**src/rtl/noc_system.sv**
```systemverilog
// Two-port wormhole packet distributor: one injection port, two buffered ejection ports.
// The head flit's destination bit locks the route until the packet's tail flit passes.

module noc_system_fifo #(
   parameter int DW         = 32,
   parameter int FIFO_DEPTH = 8
) (
   input  logic          clk,
   input  logic          rstn,
   input  logic          push_i,
   input  logic [DW-1:0] data_i,
   input  logic          pop_i,
   output logic [DW-1:0] data_o,
   output logic          valid_o,
   output logic          full_o
);

   localparam int AW = $clog2(FIFO_DEPTH);
   localparam int CW = AW + 1;

   logic [DW-1:0] mem_q [FIFO_DEPTH];
   logic [DW-1:0] mem_d [FIFO_DEPTH];
   logic [AW-1:0] wr_ptr_q, wr_ptr_d;
   logic [AW-1:0] rd_ptr_q, rd_ptr_d;
   logic [CW-1:0] count_q, count_d;
   logic          do_push;
   logic          do_pop;

   assign full_o  = (count_q == CW'(FIFO_DEPTH));
   assign valid_o = (count_q != '0);
   assign data_o  = mem_q[rd_ptr_q];

   // Push is gated on the pre-edge full flag, so a full buffer never accepts even with a pop pending.
   always_comb begin
      do_push  = push_i & ~full_o;
      do_pop   = pop_i & valid_o;
      mem_d    = mem_q;
      wr_ptr_d = wr_ptr_q;
      rd_ptr_d = rd_ptr_q;
      count_d  = count_q;
      if (do_push) begin
         mem_d[wr_ptr_q] = data_i;
         wr_ptr_d        = wr_ptr_q + AW'(1);
      end
      if (do_pop) begin
         rd_ptr_d = rd_ptr_q + AW'(1);
      end
      count_d = count_q + CW'(do_push) - CW'(do_pop);
   end

   always_ff @(posedge clk or negedge rstn) begin
      if (!rstn) begin
         for (int i = 0; i < FIFO_DEPTH; i++) begin
            mem_q[i] <= '0;
         end
         wr_ptr_q <= '0;
         rd_ptr_q <= '0;
         count_q  <= '0;
      end else begin
         mem_q    <= mem_d;
         wr_ptr_q <= wr_ptr_d;
         rd_ptr_q <= rd_ptr_d;
         count_q  <= count_d;
      end
   end

endmodule

module noc_system #(
   parameter int DW         = 32,
   parameter int FIFO_DEPTH = 8
) (
   input  logic          clk,
   input  logic          rstn,
   input  logic [DW-1:0] data_i_stab,
   input  logic          valid_i_stab,
   output logic          ready_o_stab,
   output logic [DW-1:0] data_o_flee0,
   output logic          valid_o_flee0,
   input  logic          ready_i_flee0,
   output logic [DW-1:0] data_o_flee1,
   output logic          valid_o_flee1,
   input  logic          ready_i_flee1
);

   localparam logic [1:0] FLIT_BODY   = 2'b00;
   localparam logic [1:0] FLIT_HEAD   = 2'b01;
   localparam logic [1:0] FLIT_TAIL   = 2'b10;
   localparam logic [1:0] FLIT_SINGLE = 2'b11;

   typedef enum logic [1:0] {
      ROUTE_IDLE  = 2'd0,
      ROUTE_LOCK0 = 2'd1,
      ROUTE_LOCK1 = 2'd2
   } route_e;

   route_e     route_q, route_d;
   logic [1:0] flit_type;
   logic       flit_dest;
   logic       target;
   logic       is_err;
   logic       target_full;
   logic       accept;
   logic       push0, push1;
   logic       full0, full1;

   always_comb begin
      flit_type   = data_i_stab[DW-1 -: 2];
      flit_dest   = data_i_stab[DW-3];
      target      = 1'b0;
      is_err      = 1'b0;
      route_d     = route_q;
      case (route_q)
         ROUTE_IDLE: begin
            if ((flit_type == FLIT_HEAD) || (flit_type == FLIT_SINGLE)) begin
               target = flit_dest;
            end else begin
               is_err = 1'b1;
            end
         end
         ROUTE_LOCK0: target = 1'b0;
         ROUTE_LOCK1: target = 1'b1;
         default:     is_err = 1'b1;
      endcase
      target_full  = target ? full1 : full0;
      ready_o_stab = is_err | ~target_full;
      accept       = valid_i_stab & ready_o_stab;
      push0        = accept & ~is_err & ~target;
      push1        = accept & ~is_err & target;
      // Orphan body/tail flits are dropped in IDLE; inside a packet only the tail releases the lock.
      if (accept) begin
         case (route_q)
            ROUTE_IDLE: begin
               if (flit_type == FLIT_HEAD) begin
                  route_d = flit_dest ? ROUTE_LOCK1 : ROUTE_LOCK0;
               end
            end
            ROUTE_LOCK0, ROUTE_LOCK1: begin
               if (flit_type == FLIT_TAIL) begin
                  route_d = ROUTE_IDLE;
               end
            end
            default: route_d = ROUTE_IDLE;
         endcase
      end
   end

   always_ff @(posedge clk or negedge rstn) begin
      if (!rstn) begin
         route_q <= ROUTE_IDLE;
      end else begin
         route_q <= route_d;
      end
   end

   noc_system_fifo #(
      .DW         (DW),
      .FIFO_DEPTH (FIFO_DEPTH)
   ) u_fifo0 (
      .clk     (clk),
      .rstn    (rstn),
      .push_i  (push0),
      .data_i  (data_i_stab),
      .pop_i   (ready_i_flee0),
      .data_o  (data_o_flee0),
      .valid_o (valid_o_flee0),
      .full_o  (full0)
   );

   noc_system_fifo #(
      .DW         (DW),
      .FIFO_DEPTH (FIFO_DEPTH)
   ) u_fifo1 (
      .clk     (clk),
      .rstn    (rstn),
      .push_i  (push1),
      .data_i  (data_i_stab),
      .pop_i   (ready_i_flee1),
      .data_o  (data_o_flee1),
      .valid_o (valid_o_flee1),
      .full_o  (full1)
   );

endmodule

```
**config.mk**
```make
export PLATFORM = sky130hd
export DESIGN_NAME = noc_system
export DESIGN_NICKNAME = d
export VERILOG_FILES = /design/src/rtl/noc_system.sv
export SDC_FILE = /design/constraint.sdc
export NUM_CORES = 1
export LEC_CHECK = 0
export BUFFER_PORTS_ARGS = -buffer_cell sky130_fd_sc_hd__buf_2
export CAP_MARGIN = 10
export CORE_MARGIN = 3
export CORE_UTILIZATION = 62
export DETAILED_ROUTE_END_ITERATION = 10
export PLACE_DENSITY = 0.77
export SLEW_MARGIN = 20
export SYNTH_ARGS = -nofsm -noshare
export SYNTH_HDL_FRONTEND = slang
export SYNTH_SLANG_ARGS = --single-unit
export TNS_END_PERCENT = 5
```
**constraint.sdc**
```tcl
create_clock -name clk -period 2.8 [get_ports clk]
set_input_delay 0.42 -clock clk [delete_from_list [all_inputs] [get_ports clk]]
set_output_delay 0.42 -clock clk [all_outputs]
set_load 0.03 [all_outputs]
```
=== Yosys cells after proc, flatten, opt, wreduce, memory -nomap -nowiden ===
Index checks and enable logic that the tools add are counted.

* Output and inout bits: 67
* Bits in registers: 534
* Logic and storage cells: 93
* Input port bits: 37

* Magnitude comparators: 6
* Reduce and logical (&&, ||, !) cells: 8
* Add/subtract/negate cells: 8
* Muxes and demuxes: 21
* Bitwise gates (word level): 18
* Eq/ne operators: 9

{| class="wikitable"
|+ Operators by type and width
! cell !! number
|-
| 256-bit bitwise mux || 2
|-
| 32-bit binary-select mux with 3-bit select || 2
|-
| 32-bit demux with 3-bit select || 2
|-
| 32-bit two-way mux || 6
|-
| 4-bit greater-or-equal comparator, second input constant || 4
|-
| 3-bit NOT with 4-bit output || 4
|-
| 3-bit by 1-bit adder with 3-bit output, second input constant || 4
|-
| 4-bit by 1-bit adder with 4-bit output || 2
|-
| 1-bit AND || 8
|-
| 4-bit equality test, second input constant || 2
|-
| 4-bit by 1-bit < comparator with 1-bit output, second input constant || 2
|-
| 4-bit nonzero test || 2
|-
| 4-bit by 1-bit subtractor with 4-bit output || 2
|-
| 2-bit equality test, second input constant || 3
|-
| 2-bit two-way mux || 3
|-
| 1-bit NOT || 5
|-
| 2-bit by 1-bit equality test with 1-bit output, second input constant || 2
|-
| 1-bit one-hot mux with 2 select lines || 2
|-
| 2-bit one-hot mux with 2 select lines || 1
|-
| 1-bit two-way mux || 3
|-
| 3-bit AND reduction || 1
|-
| 1-bit logical AND || 2
|-
| 2-bit logical NOT || 1
|-
| 2-bit by 1-bit != test with 1-bit output, second input constant || 1
|-
| other kinds (4) || 4
|}

=== Depth between registers and ports, before layout ===
* Depth after elaboration: 13
* Gate-level depth with buffers: 11

=== Hierarchy ===
A second synthesis with hierarchy kept.

* Cell total of the unflattened synthesis: 1442
* Area, all modules: 25256.7 µm²

{| class="wikitable"
|+ Modules (own cells, without submodules)
! module !! area each (µm²) !! sequential area each (µm²) !! cells an instance !! times used
|-
| noc_system_fifo || 12520.8 || 6656.4 || 708 || 2
|-
| noc_system || 215.2 || 50.0 || 26 || 1
|}

=== Least setup slack after synthesis ===
OpenSTA, ideal clock, no wires.

* Kind: register to output
* From: register u_fifo0.rd_ptr_q[0]
* To: output port data_o_flee0[0]
* Setup slack: 423 ps
* Arrival: 1957 ps
* Data required time: 2380 ps
* Cell stages (with the launch flop): 5
* Cells stage by stage: dfrtp_1 clkbuf_1 buf_2 mux4_2 mux2_2

* Word-level cells in the longest chain between the ends: 4

{| class="wikitable"
|+ Ends and longest elaborated chain
! what !! line !! RTL
|-
| from (decl) || 24 || <nowiki>logic [AW-1:0] rd_ptr_q, rd_ptr_d;</nowiki>
|-
| from (signal assigned) || 62 || <nowiki>rd_ptr_q <= rd_ptr_d;</nowiki>
|-
| 3-bit NOT with 4-bit output (not written as such) || 31 || <nowiki>assign data_o = mem_q[rd_ptr_q];</nowiki>
|-
| 32-bit binary-select mux with 3-bit select || 31 ||
|-
| 32-bit two-way mux (not written as such) (2 in series) || 31 ||
|-
| to (decl) || 78 || <nowiki>output logic [DW-1:0] data_o_flee0,</nowiki>
|}

No other way between the ends. The select of a mux whose other input is x is not followed.

=== Worst setup path in the final report ===
Same ends and word-level chain as after synthesis.

==> reports/metrics.csv <==
stage;metric;value;unit
outcome;status;complete, but fails checks;
outcome;violations;negative setup slack;
synth;yosysTopAreaCellShare;54.8;%
clock_tree;cts_tree;yes;
clock_tree;clk_latency;0.59;ns
setup_path;worstReg2RegStart;route_q[0]$_DFFE_PN0P_;
detailed_routing;wl_per_cell;24.7;microns
detailed_routing;drc;0;
timing;final_hold_viol_count;0;
setup_path;start_kind;register;
global_route;first_global_vias;14329;
timing;rsz0062_at_grt;true;
timing;max_slew_margin;56.7;%
timing;post-route-min-period;2.80;ns
setup_path;required;2.38;ns
setup_path;arrival;2.38;ns
layout;diodes;0;
synth;synth_cell_types;41;
synth;synth_area_leaders;dfrtp_1 (55%), mux2_2 (25%), mux4_2 (12%);
pwr;power.density;1240;nW/um^2
synth;avgSynthCellArea;16.5;sq um
synth;synth.cells.most_frequent;mux2_2 (539), dfrtp_1 (534), mux4_2 (128), clkbuf_1 (67), buf_2 (49);
floorplan;std_cell_rows;72;
clock_tree;clkSlewWorstSetupHoldPaths;0.06;ns
synth;syn_nets;1538;
detailed_routing;drt_iter0_markers;630;
job;maxCapViolations;0;
floorplan;initial_utilization;63.0;%
floorplan;fp.dieH;204;microns
worst_hold_path;worstHoldPathType;input port to register;
synth;synth_ff_type;dfrtp_1;
synth;synth.largest_area_cell;dfrtp_1;
pwr;ir_drop;1.03;mV
detailed_routing;num_vias;13191;
placed_design;gp_congestion;0.752;
floorplan;io-pin-count;104;
timing;fmax;0.357;GHz
synth;yosys_warnings;0;
layout;layout-drive-gt1-share;61.1;%
floorplan;coreArea;38700;sq um
timing;worst_slew_pin_slew;0.650;ns
synth;yosysSeqAreaShare;54.8;%
placed_design;place_hpwl;30900;microns
setup_path;crit_end;data_o_flee0[0];
clock_tree;clock_sinks;534;
detailed_routing;dr.pass1.iters;4;
synth;async_reset_ff_share;100;%
synth;synth-seq-cells;534;
detailed_routing;via_per_inst;6.14;
setup_path;worst-r2r-cell-count;7;
timing;finalSetupViolCount;4;
clock_tree;cts_made_buffers;54;
floorplan;die-area;41800;sq um
setup_path;startpoint;u_fifo0.rd_ptr_q[0]$_DFFE_PN0P_;
floorplan;die_width;204;microns
pwr;p_leak;13.5;nW
synth;synthAdderAreaFrac;1.09;%
global_route;grt_first_pass_wirelength;83100;microns
synth;syn_area;24400;sq um
global_route;gr-total-overflow;0;
synth;synth_edf_count;0;
global_route;antenna_found_initial;1;
synth;netlist_instances;1481;
timing;maxSlewViolCount;0;
layout;area_growth;16.6;%
clock_tree;clockBufferDepth;3;
synth;synth.most_common_cell;mux2_2;
timing;clock-skew-final;0.0114;ns
worst_hold_path;min_from;ready_i_flee1;
placed_design;numPortBuffers;103;
synth;synth_top_family_by_area;multiplexers;
layout;nets;1641;
global_route;grt_max_degree;104;
synth;synthXorXnorAreaFrac;0.431;%
clock_tree;cts_root_buf;clkbuf_16;
timing;period_share;100;%
setup_path;worst-path-max-fanout;8;
setup_path;worstSetupPathType;register to output port;
detailed_routing;totalWireLength;53100;microns
pwr;total_power;35.4;mW
synth;synthMuxAreaShare;39.2;%
clock_tree;ctsHtreeMaxLevel;2;
global_route;track_usage;25.7;%
timing;layout_setup_ws;-0.00248;ns
synth;synth-compound-area-share;0.220;%
detailed_routing;ant_nets;0;
synth;synth-simple-area-share;1.20;%
setup_path;reg2reg_slack;0.21;ns
setup_path;worst_r2r_endpoint;u_fifo1.mem_q[172]$_DFFE_PN0P_;
setup_path;end_kind;output port;
timing;whs;0.120;ns
==> layout by cell type, fill, tap and decap left out, types with 18 or more instances in the layout <==
master,synthesis,layout
buf_12,3,26
buf_2,49,55
buf_4,1,35
buf_6,9,48
clkbuf_16,0,65
dfrtp_1,534,528
ha_1,18,18
inv_1,18,18
mux2_2,539,511
mux2_4,31,59
mux4_2,128,128
==> critical path, cell delays in order (launching register included) <==
cell and delay (ns):
dfrtp_4 0.47, buf_12 0.19, clkbuf_16 0.18, mux4_2 0.49, mux2_4 0.31, buf_6 0.15
==> report_power, final <==
| part | switching [mW] | leakage, nW | internal, mW |
|---|---|---|---|
| Sequential | 1.86 | 6.97 | 10.9 |
| Clock | 3.01 | 0.978 | 4.82 |
| Combinational | 6.39 | 5.53 | 8.36 |
| Total | 11.3 | 13.5 | 24.1 |
==> cells by family after synthesis <==
| kind of cell | Yosys count |
|---|---|
| xor+xnor | 12 |
| flops | 534 |
| fa+ha+maj | 20 |
| buf+inv | 152 |
| compound gates | 8 |
| simple gates | 43 |
| mux | 712 |
==> stage by stage <==
| step | util, % | setup WS (ns) | TNS (ns) | cell area (sq um) | std cells |
|---|---|---|---|---|---|
| after CTS | 72.4 | -0.0503 | -0.481 | 28000 | 2129 |
| after global routing | 73.5 | -0.0544 | -1.60 | 28500 | 2148 |
| after detailed placement | 66.4 | 0.222 | 0 | 25700 | 2025 |
| final | 73.5 | -0.00248 | -0.00380 | 28500 | 2148 |
| after global placement | 66.4 | 0.276 | 0 | 25700 | 2025 |
| after floorplan | - | 0.423 | 0 | 24400 | 1481 |
==> sequential cells by signal (all words and copies together), names as in the netlist <==
| name | count |
|---|---|
| u_fifo0.mem_q | 256 |
| u_fifo1.wr_ptr_q | 3 |
| u_fifo0.count_q | 4 |
| u_fifo1.rd_ptr_q | 3 |
| u_fifo1.count_q | 4 |
| u_fifo1.mem_q | 256 |
| route_q | 2 |
| u_fifo0.wr_ptr_q | 3 |
| u_fifo0.rd_ptr_q | 3 |
==> repair_timing <==
action | in CTS | in global routing
resized for setup | 103 | 27
endpoints found under the hold margin | 59 | 0
setup buffers | 1 | 8
setup endpoints to repair | 62 | 63
cloned | 0 | 11
hold buffers | 1 | 0
==> worst min path at each step <==
| stage | to | slack (ns) | depth (start not counted) |
|---|---|---|---|
| after floorplan | route_q[0]$_DFFE_PN0P_ | 0.12 | 0 |
| after global placement | u_fifo1.mem_q[120]$_DFFE_PN0P_ | 0.45 | 1 |
| after detailed placement | u_fifo1.mem_q[120]$_DFFE_PN0P_ | 0.45 | 1 |
| after CTS | u_fifo1.rd_ptr_q[2]$_DFFE_PN0P_ | 0.09 | 3 |
| after global routing | u_fifo1.rd_ptr_q[2]$_DFFE_PN0P_ | 0.13 | 3 |
| final | u_fifo1.rd_ptr_q[2]$_DFFE_PN0P_ | 0.12 | 3 |
==> metal layers <==
layer  GRT usage [%]  share of wire, %
met1            36.4                44
met2            42.0                50
met3            4.16               3.9
met4            7.20               2.2
met5               0             0.013
==> area by class of cell <==
cell class	count	area [sq um]
Clock buffer	80	1650
Clock inverter	22	317
Fill cell	2375	10300
Inverter	19	71.3
Multi-Input combinational cell	795	10400
Sequential cell	534	13400
Tap cell	518	648
Timing Repair Buffer	180	1970
(Power assumes the default switching activity.)
